$ cat config.mk
export PLATFORM = sky130hd
export DESIGN_NAME = ssd_page_display
export DESIGN_NICKNAME = d
export VERILOG_FILES = /design/src/rtl/ssd_page_display.sv
export SDC_FILE = /design/constraint.sdc
export NUM_CORES = 1
export LEC_CHECK = 0
export CAP_MARGIN = 0
export CORE_ASPECT_RATIO = 1.2
export CORE_MARGIN = 5
export CORE_UTILIZATION = 55
export DETAILED_ROUTE_END_ITERATION = 12
export PLACE_DENSITY = 0.82
export SYNTH_ARGS = -nofsm -noshare
export SYNTH_HDL_FRONTEND = slang
export SYNTH_SLANG_ARGS = --single-unit
$ cat constraint.sdc
create_clock -name clk -period 4.1 [get_ports clk]
set_input_delay 0.615 -clock clk [delete_from_list [all_inputs] [get_ports clk]]
set_output_delay 0.615 -clock clk [all_outputs]
set_load 0.005 [all_outputs]
$ cat src/rtl/ssd_page_display.sv
`default_nettype none
// ============================================================================
// Module   : ssd_page_display
// Desc     : Shows a captured 32-bit word on six active-low seven-segment
//            digits as two alternating pages (low 24 bits / high 8 bits).
//            Optional leading-zero blanking: define SSD_PAGE_DISPLAY_LZB_EN.
// Revision : 1.0 - initial release
// ============================================================================
module ssd_page_display #(
    parameter int PAGE_CYCLES = 50_000_000,
    parameter int CNT_W       = 26
) (
    input  logic        clk,
    input  logic        reset,
    input  logic [31:0] data_in,
    input  logic        load,
    input  logic        hold,
    output logic [6:0]  HEX0,
    output logic [6:0]  HEX1,
    output logic [6:0]  HEX2,
    output logic [6:0]  HEX3,
    output logic [6:0]  HEX4,
    output logic [6:0]  HEX5,
    output logic        page_o
);

    // Segment bit 6 is segment a, bit 0 is segment g.
    localparam logic [6:0]       c_BLANK    = 7'b1111111;
    localparam logic [6:0]       c_H_MARKER = 7'b1001000;
    localparam logic [CNT_W-1:0] c_CNT_LAST = CNT_W'(PAGE_CYCLES - 1);

    typedef enum logic [1:0] {
        IDLE    = 2'd0,
        PAGE_LO = 2'd1,
        PAGE_HI = 2'd2
    } state_t;

    state_t             r_state, w_stateNext;
    logic [CNT_W-1:0]   r_cnt, w_cntNext;
    logic [31:0]        r_dataQ, w_dataNext;
    logic [6:0]         w_hex [0:5];
    logic               w_page;
`ifdef SSD_PAGE_DISPLAY_LZB_EN
    logic               w_lead;
`endif

    function automatic logic [6:0] glyph(input logic [3:0] nib);
        logic [6:0] seg;
        case (nib)
            4'h0: seg = 7'b0000001;
            4'h1: seg = 7'b1001111;
            4'h2: seg = 7'b0010010;
            4'h3: seg = 7'b0000110;
            4'h4: seg = 7'b1001100;
            4'h5: seg = 7'b0100100;
            4'h6: seg = 7'b0100000;
            4'h7: seg = 7'b0001111;
            4'h8: seg = 7'b0000000;
            4'h9: seg = 7'b0000100;
            4'hA: seg = 7'b0001000;
            4'hB: seg = 7'b1100000;
            4'hC: seg = 7'b0110001;
            4'hD: seg = 7'b1000010;
            4'hE: seg = 7'b0110000;
            default: seg = 7'b0111000;
        endcase
        return seg;
    endfunction

    always_ff @(posedge clk) begin
        if (reset) begin
            r_state <= IDLE;
            r_cnt   <= '0;
            r_dataQ <= '0;
        end else begin
            r_state <= w_stateNext;
            r_cnt   <= w_cntNext;
            r_dataQ <= w_dataNext;
        end
    end

    // Next state: load beats hold, and hold beats dwell expiry.
    always_comb begin
        w_stateNext = r_state;
        w_cntNext   = r_cnt;
        w_dataNext  = r_dataQ;
        if (load) begin
            w_dataNext  = data_in;
            w_stateNext = PAGE_LO;
            w_cntNext   = '0;
        end else if (!hold) begin
            case (r_state)
                PAGE_LO: begin
                    if (r_cnt == c_CNT_LAST) begin
                        w_cntNext = '0;
                        if (r_dataQ[31:24] != 8'h00) w_stateNext = PAGE_HI;
                    end else begin
                        w_cntNext = r_cnt + 1'b1;
                    end
                end
                PAGE_HI: begin
                    if (r_cnt == c_CNT_LAST) begin
                        w_cntNext   = '0;
                        w_stateNext = PAGE_LO;
                    end else begin
                        w_cntNext = r_cnt + 1'b1;
                    end
                end
                default: ;
            endcase
        end
    end

    // Display decode from the current state; registered below for one cycle of latency.
    always_comb begin
        for (int i = 0; i < 6; i++) w_hex[i] = c_BLANK;
        w_page = 1'b0;
`ifdef SSD_PAGE_DISPLAY_LZB_EN
        w_lead = 1'b1;
`endif
        case (r_state)
            PAGE_LO: begin
                for (int i = 0; i < 6; i++) w_hex[i] = glyph(r_dataQ[4*i +: 4]);
`ifdef SSD_PAGE_DISPLAY_LZB_EN
                for (int i = 5; i >= 1; i--) begin
                    if (r_dataQ[4*i +: 4] != 4'h0) w_lead = 1'b0;
                    if (w_lead) w_hex[i] = c_BLANK;
                end
`endif
            end
            PAGE_HI: begin
                w_page   = 1'b1;
                w_hex[0] = glyph(r_dataQ[27:24]);
                w_hex[1] = glyph(r_dataQ[31:28]);
                w_hex[5] = c_H_MARKER;
`ifdef SSD_PAGE_DISPLAY_LZB_EN
                if (r_dataQ[31:28] == 4'h0) w_hex[1] = c_BLANK;
`endif
            end
            default: ;
        endcase
    end

    always_ff @(posedge clk) begin
        if (reset) begin
            HEX0   <= c_BLANK;
            HEX1   <= c_BLANK;
            HEX2   <= c_BLANK;
            HEX3   <= c_BLANK;
            HEX4   <= c_BLANK;
            HEX5   <= c_BLANK;
            page_o <= 1'b0;
        end else begin
            HEX0   <= w_hex[0];
            HEX1   <= w_hex[1];
            HEX2   <= w_hex[2];
            HEX3   <= w_hex[3];
            HEX4   <= w_hex[4];
            HEX5   <= w_hex[5];
            page_o <= w_page;
        end
    end

endmodule
`default_nettype wire
# Yosys cells after proc, flatten, opt, wreduce, memory -nomap -nowiden
# Memory sizes are Yosys's and may differ from the RTL's. A register that Yosys moved wholly into a read port is not among the register bits.
# Index checks and enable logic that the tools add are counted.
# classes
n_eq_ne	10
mux	20
addsub	1
n_reduce_logical	9
bitwise_logic	2
# op_table
cell	count
4-bit two-way mux	10
14-bit case mux with 2 select lines	1
26-bit by 1-bit adder with 26-bit output, second input constant	1
26-bit equality test, second input constant	1
26-bit two-way mux	1
7-bit case mux with 2 select lines	1
5-bit AND reduction	2
3-bit != test, second input constant	3
2-bit != test, second input constant	4
8-bit nonzero test	1
2-bit two-way mux	3
2-bit OR reduction	3
2-bit case mux with 2 select lines	1
1-bit two-way mux	3
3-bit nonzero test	1
2-bit by 1-bit equality test with 1-bit output, second input constant	1
2-bit equality test, second input constant	1
1-bit NOT	2
2-bit AND reduction	1
2-bit nonzero test	1
# word_totals
ff_bits	82
out_inout_bits	43
in_bits	36
mem_bits_ro	896
memories	8
word_cells	58
# memory_table
memory	words	word_bits	read_ports	rd_ports_with_merged_regs	wr	line_no	source
(no name shown)	16	7	1	1	0	49	case (nib)
(no name shown)	16	7	1	1	0	49	
(no name shown)	16	7	1	1	0	49	
(no name shown)	16	7	1	1	0	49	
(no name shown)	16	7	1	1	0	49	
(no name shown)	16	7	1	1	0	49	
+2 memories	--	--	--	--	--	--	

# Longest topological paths before layout
# Gate-level depths: netlist of run 1.
# depth
word_depth	6
depth_mapped	11
ltp_nobuf	8

# Worst setup path after synthesis of run 1
# Ideal clock, no wire load.
# synth_timing
path_type	input-to-reg
startpoint	input load
endpoint	register with a tool-made name
cell_stages	10
setup_slack_ns	1.690
n_path_buf	3
t_arrival_ns	2.293
t_required_ns	3.983
setup_ns	0.117
path_cell_list	buf_2 > buf_2 > mux2i_1 > or2_2 > clkbuf_1 > inv_1 > ha_1 > nand2_1 > o21ai_0 > a22o_1
# synth_lines
element	line_no	source
start: declaration	16	input logic load,

# Worst setup path after layout of run 1
# layout_timing
startpoint	register r_state[1]
endpoint	register r_state[0]
# layout_between
elab_chain_len	4
word_cells_on_any_way	10
cone_classes	5 x eq/ne; 3 x mux; 2 x reduce/logical
# layout_lines
element	line_no	source
start: declaration	38	state_t r_state, w_stateNext;
start signal: assignment	76	r_state <= w_stateNext;
2-bit equality test / 2-bit by 1-bit equality test with 1-bit output (equally long branches)	92	case (r_state)
2-bit case mux with 2 select lines	92	
1-bit two-way mux	91	end else if (!hold) begin
1-bit two-way mux	87	if (load) begin
# Several ways; a longest one is shown, not always the timed one. The select of a mux whose other input is x is not followed.
# A chain may end at the register's enable or synchronous reset.

==> summary.md, run 1 <==
| Metric | Value |
|---|---|
| FF-to-FF End | r_state[0] |
| Core area | 11570 sq um |
| Final WL | 13.62 mm |
| Max-cap check violation count | 0 |
| FF-to-FF path depth | 7 |
| Largest net degree at the start of global routing | 54 |
| Int Power | 2.588 mW |
| Drt pass-1 iters | 5 |
| Initial antenna violation count | 0 |
| CTS resizes | 0 |
| NetSw | 0.8567 mW |
| Tmin final | 2.442 ns |
| Row cnt | 43 |
| Pleak | 3.232 nW |
| Reg clk slew, reported paths | 0.06 ns |
| Sink Count | 138 |
| Logic pwr share | 12.6% |
| Post-synth top area share | 42.68% |
| Yosys reg bits | 138 |
| Congestion Overflow GR | 0 |
| Synth warnings | 0 |
| Synthesized Nets | 756 |
| Hold endpoint | HEX5[5] |
| Cts bufs inserted | 17 |
| Share of cells above drive strength 1 | 10.65% |
| Crit Path Max Fanout | 26 |
| Final setup violation count | 0 |
| Drt drc | 0 |
| Critical Path RT | 4.43 ns |
| Register area share after synthesis | 42.68% |
| Clock Skews | 0.006357 ns |
| CTS tree | yes |
| First-pass GRT wire length | 22.55 mm |
| RSZ-0062 raised after global routing | false |
| RR Startpoint | r_state[1] |
| Maximum VDD drop | 0.2992 mV |
| Distinct cells, synth | 57 |
| I/O pins | 79 |
| Fmax | 409.5 MHz |
| Area contributors post-synth | dfxtp_1 43%, ha_1 9.9%, mux2i_1 7.9%, nor2_1 3.9%, a221o_1 2.6% |
| Switching part of the total power | 24.87% |
| Die ar. | 14050 sq um |
| PwrDens | 437.2 nW/um^2 |
| Pre-CTS WS | 1.404 ns |
| Post-layout nets | 816 |
| Status | complete, no violations |
| DR WL/cell | 15.15 microns |
| Die Y | 128.8 microns |
| Ys async rst share | 0% |
| Clock buffer depth | 2 |
| Detail Placement HPWL | 9.735 mm |
| # port buffers | 78 |
| Commonest cells in the netlist | 138 x dfxtp_1, 67 x nor2_1, 51 x ha_1, 51 x mux2i_1 |
| Cts hold-fix bufs | 0 |
| Slew Limit Fails | 0 |
| Clock power share | 44.2% |
| # Post-CTS Setup Buffers | 0 |
| Vias in the first global route | 4875 |
| DR iter-0 viols | 282 |
| Crit path DAT | 2.77 ns |
| Setup_tns | 0 ns |
| Ys flop type | dfxtp_1 |
| Total GRT Usage | 20.12% |
| Slack of the worst reg-to-reg path | 1.66 ns |
| Critical path class | reg2reg |
| Worst Slack Setup Final | 1.658 ns |
| Final Cycle Share | 59.56% |
| CP startpoint kind | flip-flop |
| Worst slew pin tran | 0.9037 ns |
| Mean post-synth cell area | 9.675 sq um |
| Worst Hold Class | reg2reg |
| Initial Util | 55.95% |
| Reg power frac | 43.3% |
| Slew HR | 39.75% |
| Hold Path Stages | 1 |
| Antenna cells | 0 |
| Mapped cell area | 6472 sq um |
| CTS root buf | clkbuf_16 |
| Cells after Synth | 669 |
| Die width | 109.0 microns |
| Clk_lat worst skew | 0.42 ns |
| Post-synth EDFFs | 0 |
| CP Capture Type | flip-flop |
| Area leader, netlist | dfxtp_1 |
| Count leader, synth | dfxtp_1 |
| Final hold vios | 0 |
| Post-route ant nets | 0 |
| Synth-to-Final Area Change | 21.73% |
| Routability Congestion | 0.9226 |
| H-tree depth | 4 |
| Via count of the routed design | 4934 |
| Vias/cell | 5.488 |
## power by group through the flow
stage               registers (mW)  logic [mW]  clock network (mW)
floorplan                     1.50       0.260                   0
global placement              1.51       0.414                   0
detailed placement            1.52       0.429                   0
CTS                           1.49       0.435                1.54
global route                  1.50       0.478                1.61
finish                        1.49       0.433                1.52
## cell type report
class / count / area (sq um)
well taps: 157 / 196.4
repair buffers: 80 / 785.8
inverters: 41 / 153.9
fillers: 868 / 3689
clock buffers: 18 / 439.2
flip-flops and latches: 138 / 2763
multi-input cells: 451 / 3379
clock inverters: 14 / 161.4
## critical path, stage by stage, from the launching register on
cell and delay (ns):
dfxtp_1 0.33, inv_1 0.08, ha_1 0.75, nor4b_1 0.35, a31oi_1 0.25, a311oi_1 0.37
a41oi_1 0.10, o21ai_0 0.13
## through the flow
stage,utilization (%),hold slack [ns],area [sq um],power [mW],cells
6_report,68.11,0.4285,7879,3.444,899
5_1_grt,68.11,0.4379,7879,3.586,899
4_1_cts,68.11,0.4314,7879,3.465,899
3_5_place_dp,62.92,0.4133,7278,1.946,867
3_3_place_gp,62.92,0.4147,7278,1.928,867
2_1_floorplan,-,0.4078,6472,1.765,669
## worst max path at each step
stage,start,end,slack [ns],depth (start not counted)
global placement,hold,r_cnt[24],1.47,6
floorplan,load,flip-flop,1.69,10
detailed placement,hold,r_cnt[24],1.40,6
finish,r_state[1],r_state[0],1.66,7
global route,r_state[1],r_state[0],1.44,7
CTS,r_state[1],r_state[0],1.65,7
## routing by layer
metal  wire length [microns]  track usage, %  part of all wire [%]  up-vias
li1                        -               -                     -     2451
met1                    5850           23.72                    43     2326
met2                    6891           34.74                    51      132
met3                     603           5.168                   4.4       25
met4                     278           7.875                   2.0        0
met5                       0               0                     0        -
## cells by family after synthesis
group,Yosys count,share of synthesized area [%]
AOI/OAI and AO/OA,123,13.55
xor gates and xnor gates,23,3.112
adders and majority gates,51,9.859
buffers and inverters,80,5.103
DFF,138,42.68
muxes,60,9.975
and+or+nand+nor,194,15.72
## cell usage in the layout, fill, tap and decap left out, types with 9 or more instances in the layout
| master | count |
|---|---|
| dfxtp_1 | 138 |
| clkdlybuf4s50_1 | 76 |
| nor2_1 | 67 |
| mux2i_1 | 51 |
| ha_1 | 51 |
| inv_1 | 41 |
| nand2_1 | 41 |
| o21ai_0 | 34 |
| nor3_1 | 18 |
| a221o_1 | 17 |
| clkbuf_16 | 17 |
| or2_2 | 15 |
| a22o_1 | 15 |
| xor2_1 | 15 |
| a21oi_1 | 13 |
| a31oi_1 | 10 |
| o211ai_1 | 9 |
| nand3_1 | 9 |
No activity file was read; power rests on OpenSTA's default activity.
==> inputs of run 2 (changes only) <==
==> constraint.sdc (replaced) <==
create_clock -name clk -period 2.43 [get_ports clk]
set_input_delay 0.3645 -clock clk [delete_from_list [all_inputs] [get_ports clk]]
set_output_delay 0.3645 -clock clk [all_outputs]
set_load 0.005 [all_outputs]
==> summary.md, run 2 (synthesis gave the netlist of run 1 again) <==
| Metric | Value |
|---|---|
| Slack of the worst reg-to-reg path | 0.25 ns (-1.40 ns) |
| CTS resizes | 0 (unchanged) |
| Critical path class | reg2reg |
| Overall power | 5.880 mW (+71%) |
| PwrDens | 741.0 nW/um^2 (+69%) |
| RSZ-0062 raised after global routing | false |
| Vias in the first global route | 4990 (+2.4%) |
| DR WL/cell | 15.11 microns (-0.28%) |
| Slew Limit Fails | 0 (unchanged) |
| Setup_tns | 0 ns (unchanged) |
| Final Non-Filler Cells | 903 (+0.44%) |
| CP Capture Type | flip-flop |
| FF-to-FF path depth | 8 (+1) |
| Cts bufs inserted | 17 (unchanged) |
| WHS | 0.4291 ns (+0.0006200 ns) |
| Initial antenna violation count | 0 (unchanged) |
| Status | complete, no violations |
| DP Cell Count | 872 (+0.58%) |
| Die width | 109.0 microns (unchanged) |
| Core area | 11570 sq um (unchanged) |
| Max-cap check violation count | 0 (unchanged) |
| Share of cells above drive strength 1 | 10.99% (+0.35 points) |
| Pleak | 3.260 nW (+0.84%) |
| CTS root buf | clkbuf_16 |
| Hold Path Stages | 1 (unchanged) |
| Reg clk slew, reported paths | 0.06 ns (about the same) |
| Drt pass-1 iters | 5 (unchanged) |
| Maximum VDD drop | 0.4632 mV (+55%) |
| Most frequent cells in the layout | 138 x dfxtp_1, 76 x clkdlybuf4s50_1, 67 x nor2_1 |
| Post-layout nets | 821 (+0.61%) |
| Initial Util | 55.95% (unchanged) |
| Leading cell type in the layout, fill and taps excluded | dfxtp_1 |
| Crit-path slowest cell | nor4_1 |
| CTS tree | yes |
| Synth-to-Final Area Change | 22.60% |
| Crit path DAT | 2.48 ns (-0.29 ns) |
| Clock buffer depth | 2 (unchanged) |
| Fillcell total | 885 (+2.0%) |
| # Post-CTS Setup Buffers | 0 (unchanged) |
| Critical Path RT | 2.73 ns (-1.70 ns) |
| I/O pins | 79 (unchanged) |
| Final hold vios | 0 (unchanged) |
| Crit Path Max Fanout | 8 (-69%) |
| Worst Slack Setup Final | 0.2534 ns (-1.405 ns) |
| Clock Skews | 0.008703 ns (+0.002346 ns) |
| First-pass GRT wire length | 22.97 mm (+1.9%) |
| FF+latch area | 2763 sq um (unchanged) |
| Via count of the routed design | 4960 (+0.53%) |
| Worst Hold Class | reg2reg |
| CP startpoint kind | flip-flop |
| H-tree depth | 4 (unchanged) |
| Detail Placement HPWL | 9.681 mm (-0.55%) |
| Final WL | 13.65 mm (+0.16%) |
| Multi-input logic area | 3379 sq um (unchanged) |
| # port buffers | 78 (unchanged) |
| Largest net degree at the start of global routing | 45 (-17%) |
| DR iter-0 viols | 224 (-21%) |
| Pre-CTS WS | 0.2160 ns (-1.188 ns) |
| Total GRT Usage | 20.48% (+0.36 points) |
| Antenna cells | 0 (unchanged) |
| Vias/cell | 5.493 (about the same) |
| Die Y | 128.8 microns (unchanged) |
| Final core utilization | 68.60% (+0.49 points) |
| Post-route cell area | 7935 sq um (+0.71%) |
| Post-route ant nets | 0 (unchanged) |
| Fmax | 459.4 MHz (+12%) |
| Drt drc | 0 (unchanged) |
| Tmin final | 2.177 ns (-0.2654 ns) |
| Row cnt | 43 (unchanged) |
| Worst slew pin tran | 0.7342 ns (-0.1695 ns) |
| Clk_lat worst skew | 0.41 ns (about the same) |
| Die ar. | 14050 sq um (unchanged) |
| Slew HR | 51.05% (+11 points) |
| Routability Congestion | 0.8788 (-4.7%) |
| DP Area | 7328 sq um (+0.69%) |
| CP peak stage delay | 0.45 ns (-0.30 ns) |
| Final Cycle Share | 89.57% (+30 points) |
| Sink Count | 138 (unchanged) |
| Congestion Overflow GR | 0 (unchanged) |
| Cts hold-fix bufs | 0 (unchanged) |
| Final setup violation count | 0 (unchanged) |
| CP cell instances | inv_1 > ha_1 > or2_1 > buf_4 > nor4_1 > nand3_1 > xor2_1 > nor2_1 |
[run 2: cell types whose count changed in the layout (fill, tap and decap cells not counted), sizes merged]
cell and delta:
inv -1, clkinv -3, clkinvlp +1, buf +5, bufinv +1, clkbuf +1
[run 2: path summary, 6_finish.rpt]
kind / from / endpoint
setup / recovery: r_state[0] / r_cnt[18]
hold / removal: flip-flop / HEX5[0]
setup reg to reg: r_state[0] / r_cnt[18]
hold reg to reg: flip-flop / HEX5[0]
[run 2: cell type report]
cell class,count,area share [%]
multi-input combinational,451,42.59
sequential,138,34.82
timing repair buffer,85,10.53
clock buffer,19,5.582
tap,157,2.476
clock inverter,12,2.066
inverter,41,1.939
[run 2: metal layers]
layer  wire, microns  vias to the layer above  track usage, %
met5               0                        -               0
met4             140                        0           6.909
met3             654                       14           4.867
met2            7105                      154           36.12
met1            5746                     2335           24.21
li1                -                     2457               -
[run 2: worst max-delay path: cells and delay by family (launching register included)]
family	cells	cell delay, ns
adders and majority gates	1	0.35
buffers and inverters	2	0.24
DFF	1	0.36
xor gates and xnor gates	1	0.18
and+or+nand+nor	4	0.92
[run 2: power by group]
| part | leakage, nW | internal [mW] | switching, mW |
|---|---|---|---|
| logic | 1.84 | 0.384 | 0.356 |
| clock network | 0.283 | 1.65 | 0.979 |
| registers | 1.14 | 2.43 | 0.0788 |
==> inputs of run 3 (changes only) <==
--- a/config.mk
+++ b/config.mk
@@ -10,6 +10,7 @@
 export CORE_MARGIN = 5
 export CORE_UTILIZATION = 55
 export DETAILED_ROUTE_END_ITERATION = 12
+export HOLD_SLACK_MARGIN = 0.1
 export PLACE_DENSITY = 0.82
 export SYNTH_ARGS = -nofsm -noshare
 export SYNTH_HDL_FRONTEND = slang
==> results of run 3 <==
No change in the layout: final DEF, timing and power equal those of run 2.
